===== config.mk =====
export PLATFORM = sky130hd
export DESIGN_NAME = sgdh_light_output_driver
export DESIGN_NICKNAME = d
export VERILOG_FILES = /design/src/rtl/sgdh_light_output_driver_pkg.sv /design/src/rtl/sgdh_light_output_driver_pwm_gen.sv /design/src/rtl/sgdh_light_output_driver.sv
export SDC_FILE = /design/constraint.sdc
export NUM_CORES = 1
export LEC_CHECK = 0
export ABC_CLOCK_PERIOD_IN_PS = 2880
export BUFFER_PORTS_ARGS = -buffer_cell sky130_fd_sc_hd__buf_2
export CAP_MARGIN = 0
export CORE_MARGIN = 4
export CORE_UTILIZATION = 60
export CTS_CLUSTER_DIAMETER = 60
export DETAILED_ROUTE_END_ITERATION = 12
export PLACE_DENSITY_LB_ADDON = 0.12
export SKIP_LAST_GASP = 1
export SLEW_MARGIN = 20
export SYNTH_ARGS = -nofsm -noshare
export SYNTH_HDL_FRONTEND = slang
export SYNTH_HIERARCHICAL = 1
export SYNTH_SLANG_ARGS = --single-unit

===== constraint.sdc =====
create_clock -name clk -period 2.88 [get_ports clk]
set_clock_uncertainty 0.2 [all_clocks]
set_input_delay 0.576 -clock clk [delete_from_list [all_inputs] [get_ports clk]]
set_output_delay 0.576 -clock clk [all_outputs]
set_load 0.005 [all_outputs]

===== src/rtl/sgdh_light_output_driver_pkg.sv =====
// Shared lamp codes, counter widths and helpers for the light output driver.
package sgdh_light_output_driver_pkg;

    // One-hot lamp codes shared with the traffic-light core
    localparam logic [2:0] LIGHT_RED    = 3'b100;
    localparam logic [2:0] LIGHT_YELLOW = 3'b010;
    localparam logic [2:0] LIGHT_GREEN  = 3'b001;
    localparam logic [2:0] LIGHT_DARK   = 3'b000;

    localparam int CHANGE_CNT_WIDTH = 16;

    // Driver FSM: normal lamp display, or yellow flash while the input is corrupt
    typedef enum logic {
        S_NORMAL = 1'b0,
        S_FAULT  = 1'b1
    } drv_state_e;

    // A code is legal when it is dark or exactly one lamp is lit
    function automatic logic is_legal_light(input logic [2:0] code);
        logic legal;
        case (code)
            LIGHT_RED, LIGHT_YELLOW, LIGHT_GREEN, LIGHT_DARK: legal = 1'b1;
            default:                                          legal = 1'b0;
        endcase
        return legal;
    endfunction

    // Increment that sticks at all-ones instead of wrapping
    function automatic logic [CHANGE_CNT_WIDTH-1:0] sat_inc_cnt(
        input logic [CHANGE_CNT_WIDTH-1:0] value
    );
        return (&value) ? value : value + CHANGE_CNT_WIDTH'(1);
    endfunction

endpackage


===== src/rtl/sgdh_light_output_driver_pwm_gen.sv =====
// Free-running PWM counter and duty compare used to dim the lamps.
module sgdh_light_output_driver_pwm_gen #(
    parameter int PWM_BITS = 8
) (
    input  logic                i_clk,
    input  logic                i_areset,
    input  logic [PWM_BITS-1:0] i_brightness,
    output logic                o_pwm_on
);

    logic [PWM_BITS-1:0] r_pwm_cnt;

    // Counter only restarts on reset; a brightness change never restarts it
    always_ff @(posedge i_clk) begin
        if (i_areset) begin
            r_pwm_cnt <= '0;
        end else begin
            r_pwm_cnt <= r_pwm_cnt + PWM_BITS'(1);
        end
    end

    // All-ones duty is forced fully on, since the compare alone tops out one short
    assign o_pwm_on = (&i_brightness) | (r_pwm_cnt < i_brightness);

endmodule


===== src/rtl/sgdh_light_output_driver.sv =====
// Drives the three lamp pins from the core's one-hot light bus: PWM dimming,
// glitch filtering of short illegal codes, a flashing-yellow fault state for
// persistent illegal codes, and a saturating count of legal lamp changes.
//
// The light bus has no handshake: it is sampled every cycle, and every output
// is registered, so a code shows on the pins one cycle after it is sampled.
module sgdh_light_output_driver
    import sgdh_light_output_driver_pkg::*;
#(
    parameter int PWM_BITS     = 8,
    parameter int BLINK_HALF   = 4,
    parameter int FAULT_HOLD   = 3,
    parameter int RECOVER_TIME = 4
) (
    input  logic                        clk,
    input  logic                        areset,
    input  logic [2:0]                  light,
    input  logic [PWM_BITS-1:0]         brightness,
    output logic                        led_r,
    output logic                        led_y,
    output logic                        led_g,
    output logic                        fault,
    output logic [CHANGE_CNT_WIDTH-1:0] change_cnt
);

    // Reject parameterisations that would make the counters meaningless
    if (PWM_BITS < 1) begin : g_chk_pwm_bits
        $error("sgdh_light_output_driver: PWM_BITS must be >= 1");
    end
    if (BLINK_HALF < 1) begin : g_chk_blink_half
        $error("sgdh_light_output_driver: BLINK_HALF must be >= 1");
    end
    if (FAULT_HOLD < 1) begin : g_chk_fault_hold
        $error("sgdh_light_output_driver: FAULT_HOLD must be >= 1");
    end
    if (RECOVER_TIME < 1) begin : g_chk_recover_time
        $error("sgdh_light_output_driver: RECOVER_TIME must be >= 1");
    end

    drv_state_e                  r_state;
    logic [2:0]                  r_last_legal;
    logic [31:0]                 r_bad_cnt;
    logic [31:0]                 r_good_cnt;
    logic [31:0]                 r_blink_cnt;
    logic                        r_blink_phase;
    logic                        r_led_r;
    logic                        r_led_y;
    logic                        r_led_g;
    logic                        r_fault;
    logic [CHANGE_CNT_WIDTH-1:0] r_change_cnt;

    logic                        w_pwm_on;
    logic                        w_legal;
    logic [2:0]                  w_show;
    logic                        w_blink_wrap;
    logic                        w_phase_next;

    sgdh_light_output_driver_pwm_gen #(
        .PWM_BITS (PWM_BITS)
    ) u_pwm_gen (
        .i_clk        (clk),
        .i_areset     (areset),
        .i_brightness (brightness),
        .o_pwm_on     (w_pwm_on)
    );

    assign w_legal      = is_legal_light(light);
    // Short illegal bursts are hidden by redisplaying the last legal code
    assign w_show       = (w_legal ? light : r_last_legal) & {3{w_pwm_on}};
    assign w_blink_wrap = (r_blink_cnt == 32'(BLINK_HALF - 1));
    assign w_phase_next = w_blink_wrap ? ~r_blink_phase : r_blink_phase;

    // Driver FSM with all lamp, fault and counter outputs registered
    always_ff @(posedge clk) begin
        if (areset) begin
            r_state       <= S_NORMAL;
            r_last_legal  <= LIGHT_DARK;
            r_bad_cnt     <= '0;
            r_good_cnt    <= '0;
            r_blink_cnt   <= '0;
            r_blink_phase <= 1'b0;
            r_led_r       <= 1'b0;
            r_led_y       <= 1'b0;
            r_led_g       <= 1'b0;
            r_fault       <= 1'b0;
            r_change_cnt  <= '0;
        end else begin
            case (r_state)
                S_NORMAL: begin
                    if (w_legal) begin
                        r_bad_cnt    <= '0;
                        r_last_legal <= light;
                        if ((light != LIGHT_DARK) && (light != r_last_legal)) begin
                            r_change_cnt <= sat_inc_cnt(r_change_cnt);
                        end
                        {r_led_r, r_led_y, r_led_g} <= w_show;
                    end else if (r_bad_cnt == 32'(FAULT_HOLD - 1)) begin
                        // Persistent corruption: start flashing with yellow lit at once
                        r_state       <= S_FAULT;
                        r_fault       <= 1'b1;
                        r_bad_cnt     <= '0;
                        r_good_cnt    <= '0;
                        r_blink_cnt   <= '0;
                        r_blink_phase <= 1'b1;
                        {r_led_r, r_led_y, r_led_g} <= LIGHT_YELLOW;
                    end else begin
                        r_bad_cnt <= r_bad_cnt + 32'd1;
                        {r_led_r, r_led_y, r_led_g} <= w_show;
                    end
                end
                S_FAULT: begin
                    // Yellow flashes at full brightness, ignoring the PWM duty
                    r_blink_cnt   <= w_blink_wrap ? '0 : r_blink_cnt + 32'd1;
                    r_blink_phase <= w_phase_next;
                    r_led_r       <= 1'b0;
                    r_led_y       <= w_phase_next;
                    r_led_g       <= 1'b0;
                    if (!w_legal) begin
                        r_good_cnt <= '0;
                    end else if (r_good_cnt == 32'(RECOVER_TIME - 1)) begin
                        // Clean again: show this input immediately, without counting it as a change
                        r_state      <= S_NORMAL;
                        r_fault      <= 1'b0;
                        r_good_cnt   <= '0;
                        r_bad_cnt    <= '0;
                        r_last_legal <= light;
                        {r_led_r, r_led_y, r_led_g} <= light & {3{w_pwm_on}};
                    end else begin
                        r_good_cnt <= r_good_cnt + 32'd1;
                    end
                end
                default: begin
                    r_state <= S_NORMAL;
                end
            endcase
        end
    end

    assign led_r      = r_led_r;
    assign led_y      = r_led_y;
    assign led_g      = r_led_g;
    assign fault      = r_fault;
    assign change_cnt = r_change_cnt;

endmodule

==> impl_metrics.py, run 1 <==
metrics = {
    "run_status": {
        "outcome": "finished clean",
    },
    "yosys": {
        "seq_area_frac_synth": 0.3834,
        "syn_area_per_cell_um2": 8.225,
        "synth_nets": 845,
        "ys_ff_latch": 129,
        "synthFlopType": "dfxtp_1",
        "synth.distinct_cells": 69,
        "synth_area_um2": 6736,
        "postSynthCellCount": 819,
        "yosys_warnings": 6,
        "async_flop_share": 0,
        "synth_edf_count": 0,
        "synth_top_cell_by_area": "dfxtp_1",
        "synth.top_cell.area_share": 0.3834,
        "yosys-top-cells-area": "dfxtp_1 (38%), nor2_1 (7.3%), xor2_1 (4.6%)",
    },
    "floorplanning": {
        "io_pins": 33,
        "start_util": 0.6160,
        "fp.dieW_um": 114.0,
        "fp.dieH_um": 114.0,
        "row_count": 38,
        "core_um2": 10940,
        "dieArea_um2": 12990,
    },
    "min_path": {
        "holdPathStages": 2,
        "hold_path_class": "reg2reg",
    },
    "pwr": {
        "p_int_mw": 3.261,
        "power.leakage_nw": 2.741,
        "p_clk_frac": 0.512,
        "power_frac_seq": 0.438,
        "ir_drop_mv": 0.5241,
        "swShare": 0.2169,
        "p_per_area_nw_per_um2": 547.8,
        "pwr-share-comb": 0.050,
        "power.total_mw": 4.164,
        "power_switching_uw": 903.1,
    },
    "detailed_routing": {
        "topRoutingLayerUsed": "met4",
        "vias": 6153,
        "wirelength_mm": 15.84,
        "dr.pass1.iters": 6,
        "vias_per_cell": 6.165,
        "drt_iter0_drc": 419,
        "drc_errors": 0,
        "route.met3.wl_um": 754,
        "route.met2.wl_mm": 7.619,
        "ant_nets": 0,
        "wirelength_met1_mm": 7.194,
        "wl_per_cell_um": 15.87,
    },
    "layout": {
        "num_antenna_cells": 0,
        "final_util": 0.6951,
        "final_common_cell": "nor2_1",
        "layout_common_cells": "nor2_1 (131), dfxtp_1 (129), nand3_1 (53)",
        "nNetsFinal": 872,
        "syn2layout_area_growth_pct": 12.83,
        "drive_gt1_frac": 0.1247,
        "fill_cells": 926,
    },
    "timing": {
        "hold_viol": 0,
        "finalMaxSlewViolations": 0,
        "fin_crit_ns": 2.585,
        "rsz0062_at_grt": "no",
        "worstMarginPinSlew_ns": 0.7465,
        "relSlewSlack": 0.4977,
        "fin_hold_ws_ns": 0.2841,
        "setup_viol": 0,
        "fmax_ghz": 0.3868,
        "fin_setup_tns_ns": 0,
        "post-route-period-util": 0.8977,
    },
    "critical_path": {
        "crit_path_end_kind": "register",
        "reg2regPathDepth": 7,
        "critPathKind": "reg2reg",
        "cp.required_ns": 3.00,
        "cp_data_arrival_time_ns": 2.70,
        "start_kind": "register",
        "crit_fanout": 10,
    },
    "clock_tree": {
        "numClockSinks": 129,
        "cts_resized": 0,
        "clock_path_buffers": 2,
        "cts-hold-fix-buffers": 0,
        "numCtsBuffers": 17,
        "cts-root-buf": "clkbuf_16",
        "htreeDepth": 4,
        "clock_latency_ns": 0.42,
        "post_cts_buffers": 0,
        "clk_pin_slew_ns": 0.05,
        "cts_tree": "done",
    },
    "placed_design": {
        "globalplace.congestion": 0.8373,
        "place.port_buffers": 32,
        "dp_hpwl_mm": 10.71,
    },
    "global_routing": {
        "grt_start_max_net_pins": 75,
        "gr-usage-all-layers": 0.2516,
        "gr-total-overflow": 0,
        "grt_pass1_wl_mm": 27.01,
        "antenna_found_initial": 0,
        "grt_pass1_vias": 5973,
    },
    "flow_run": {
        "drv_cap": 0,
    },
}
-- synthesized netlist by cell type (all sizes together) (2+ instances only) --
library cell	count
a211oi	15
a21o	3
a21oi	53
a221oi	2
a22oi	3
a311oi	6
a31oi	10
a32oi	2
a41oi	5
and2	3
and2b	2
and3	19
and4	9
buf	26
clkbuf	17
dfxtp	129
ha	13
inv	16
mux2i	3
nand2	47
nand2b	4
nand3	55
nand3b	3
nand4	34
nand4b	3
nor2	132
nor2b	10
nor3	25
nor3b	2
nor4	26
nor4b	4
o21ai	37
o31ai	8
o41ai	3
or2	2
or3	13
or4	2
xnor2	30
xor2	35
-- sequential cells by signal, summed over array words and instances (netlist names), 3 cells and up --
register	count
r_bad_cnt	32
r_blink_cnt	32
u_pwm_gen/r_pwm_cnt	8
r_good_cnt	32
r_last_legal	3
change_cnt	16
-- worst paths after layout --
check                                     start              end  slack [ns]
worst min-delay path            r_blink_cnt[31]  r_blink_cnt[31]        0.28
worst max-delay path             r_blink_cnt[0]  r_blink_cnt[25]        0.29
worst max register to register   r_blink_cnt[0]  r_blink_cnt[25]        0.29
worst min register to register  r_blink_cnt[31]  r_blink_cnt[31]        0.28
-- cell type report --
class                   count  area, um2  share of cell area
inverters                  16      60.06            0.007901
multi-input cells         631       3859              0.5077
clock buffers              26      509.2             0.06700
repair buffers             51      340.3             0.04477
flip-flops and latches    129       2582              0.3398
well taps                 140      175.2             0.02305
clock inverters             5      75.07            0.009877
-- logic make-up after synthesis --
family,synth area share
multiplexers,0.006129
AND/OR/NAND/NOR,0.3145
XOR/XNOR,0.08451
AO/OA/AOI/OAI,0.1436
buffers and inverters,0.04383
adder cells (fa/ha/maj),0.02415
flip-flops,0.3834
-- worst max-delay path: stages, from the launching register on --
cell and delay, ns:
dfxtp_1 0.36, ha_1 0.27, nor4b_1 0.17, nand4_1 0.15, o21ai_2 0.17, nor4_1 0.72, a31oi_1 0.17, a311oi_1 0.28
-- power by group through the flow --
stage          Sequential, mW  Clock, mW  Combinational (mW)
2_1_floorplan            1.86          0               0.145
3_3_place_gp             1.86          0               0.199
3_5_place_dp             1.86          0               0.206
4_1_cts                  1.82       2.15               0.207
5_1_grt                  1.83       2.24               0.233
6_report                 1.82       2.13               0.208
-- routing by layer --
| layer | track usage | vias up |
|---|---|---|
| li1 | - | 3019 |
| met3 | 0.05995 | 34 |
| met4 | 0.09580 | 0 |
| met5 | 0 | - |
| met2 | 0.4227 | 168 |
| met1 | 0.3128 | 2932 |
-- stage by stage --
stage                     cell area, um2  setup slack, ns  instances
final                               7601           0.2945        998
after CTS                           7601           0.2971        998
after global routing                7601          0.03933        998
after floorplan                     6736           0.4449        819
after global placement              7017           0.3627        967
after detailed placement            7017           0.2491        967
Power figures use the tool's default switching activity.
==> inputs of run 2 (changes only) <==
--- a/config.mk
+++ b/config.mk
@@ -8,8 +8,9 @@
 export ABC_CLOCK_PERIOD_IN_PS = 2880
 export BUFFER_PORTS_ARGS = -buffer_cell sky130_fd_sc_hd__buf_2
 export CAP_MARGIN = 0
-export CORE_MARGIN = 4
+export CORE_MARGIN = 1.5
 export CORE_UTILIZATION = 60
+export CTS_BUF_LIST = sky130_fd_sc_hd__clkbuf_16
 export CTS_CLUSTER_DIAMETER = 60
 export DETAILED_ROUTE_END_ITERATION = 12
 export PLACE_DENSITY_LB_ADDON = 0.12
==> impl_metrics.py, run 2 (synthesis gave the netlist of run 1 again) <==
metrics = {
    "run_status": {
        "outcome": "finished clean",
    },
    "timing": {
        "hold_viol": 0,
        "relSlewSlack": 0.4682,
        "finalMaxSlewViolations": 0,
        "rsz0062_at_grt": "no",
        "fmax_ghz": 0.3969,
        "worstMarginPinSlew_ns": 0.7976,
        "post-route-period-util": 0.8748,
        "fin_crit_ns": 2.519,
        "setup_viol": 0,
        "fin_setup_tns_ns": 0,
    },
    "floorplanning": {
        "fp.dieW_um": 109.0,
        "io_pins": 33,
        "fp.dieH_um": 109.0,
        "start_util": 0.6187,
        "dieArea_um2": 11870,
        "core_um2": 10890,
        "row_count": 38,
    },
    "detailed_routing": {
        "vias_per_cell": 6.117,
        "wl_per_cell_um": 15.33,
        "dr.pass1.iters": 7,
        "wirelength_mm": 15.33,
        "drc_errors": 0,
        "ant_nets": 0,
        "vias": 6117,
        "drt_iter0_drc": 396,
    },
    "global_routing": {
        "gr-usage-all-layers": 0.2734,
        "met3_usage": 0.06993,
        "grt_use_met1": 0.3300,
        "grt_start_max_net_pins": 75,
        "antenna_found_initial": 0,
        "grt_pass1_vias": 5760,
        "grt_pass1_wl_mm": 25.92,
        "met2_usage": 0.4683,
        "gr-total-overflow": 0,
        "top_usage_layer": "met2",
    },
    "critical_path": {
        "cpMaxStageDelayCell": "nor3_1",
        "crit_path_end_kind": "register",
        "crit_fanout": 6,
        "critPathKind": "reg2reg",
        "crit_path_max_incr_delay_ns": 0.45,
        "cp_data_arrival_time_ns": 2.59,
        "cp.required_ns": 2.95,
        "start_kind": "register",
        "crit_path_cell_trace": "ha_1 -> nand3_1 -> or2_2 -> nor3_1 -> nand4_2 -> a21oi_1 -> or3b_1 -> o41ai_1",
    },
    "clock_tree": {
        "cts-root-buf": "clkbuf_16",
        "post_cts_buffers": 0,
        "cts-hold-fix-buffers": 0,
        "numClockSinks": 129,
        "clock_path_buffers": 2,
        "htreeDepth": 4,
        "clk_pin_slew_ns": 0.05,
        "numCtsBuffers": 17,
        "cts_resized": 0,
        "cts_tree": "done",
        "clock_latency_ns": 0.42,
    },
    "layout": {
        "layout_common_cells": "nor2_1 (131), dfxtp_1 (129), nand3_1 (53)",
        "final_common_cell": "nor2_1",
        "num_antenna_cells": 0,
        "drive_gt1_frac": 0.1314,
        "final_util": 0.7050,
        "nNetsFinal": 873,
        "reg_top3": "r_bad_cnt x32, r_blink_cnt x32, r_good_cnt x32",
        "stdcell_count": 1000,
        "syn2layout_area_growth_pct": 13.95,
    },
    "placed_design": {
        "globalplace.congestion": 0.8627,
        "dp_cells": 968,
        "place.port_buffers": 32,
        "dp_hpwl_mm": 10.43,
    },
    "pwr": {
        "ir_drop_mv": 0.8607,
        "p_per_area_nw_per_um2": 590.2,
        "power.leakage_nw": 2.766,
    },
    "flow_run": {
        "drv_cap": 0,
    },
    "min_path": {
        "hold_path_class": "reg2reg",
    },
}
[run 2: where the power goes]
part	switching (mW)	internal (mW)	leakage, nW
clock	0.796	1.70	0.325
combinational	0.132	0.0721	1.40
sequential	0.0219	1.80	1.04
[run 2: layout make-up]
cell class              instances  area, um2
clock buffers                  17      425.4
clock inverters                15      264.0
fillers                       852       3212
inverters                      16      60.06
multi-input cells             631       3859
flip-flops and latches        129       2582
well taps                     140      175.2
repair buffers                 52      310.3
[run 2: worst paths after layout]
check | from | end | slack [ns] | cells after the start
min reg2reg | r_blink_cnt[31] | r_blink_cnt[31] | 0.28 | 2
max reg2reg | r_blink_cnt[0] | r_blink_cnt[28] | 0.36 | 8
max | r_blink_cnt[0] | r_blink_cnt[28] | 0.36 | 8
min | r_blink_cnt[31] | r_blink_cnt[31] | 0.28 | 2
[run 2: layer usage]
layer	wire (um)	vias to the layer above	share of wire
li1	-	3018	-
met2	7494	146	0.49
met4	236	0	0.015
met3	666	30	0.043
met1	6935	2923	0.45
met5	0	-	0
[run 2: through the flow]
step	cell area (um2)	total power [mW]	hold slack [ns]	setup WS (ns)
after floorplan	6736	2.003	0.2404	0.4449
after global placement	6987	2.057	0.2525	0.3523
after detailed placement	6987	2.065	0.2797	0.2747
after CTS	7676	4.565	0.2772	0.3776
after global routing	7676	4.665	0.2985	0.1524
final	7676	4.530	0.2814	0.3607
[run 2: worst max-delay path, delay by kind of cell (launching register included)]
family                     cells  cell delay [ns]
AOI/OAI and AO/OA              2             0.22
adders and majority gates      1             0.27
DFF                            1             0.44
and+or+nand+nor                5             1.25
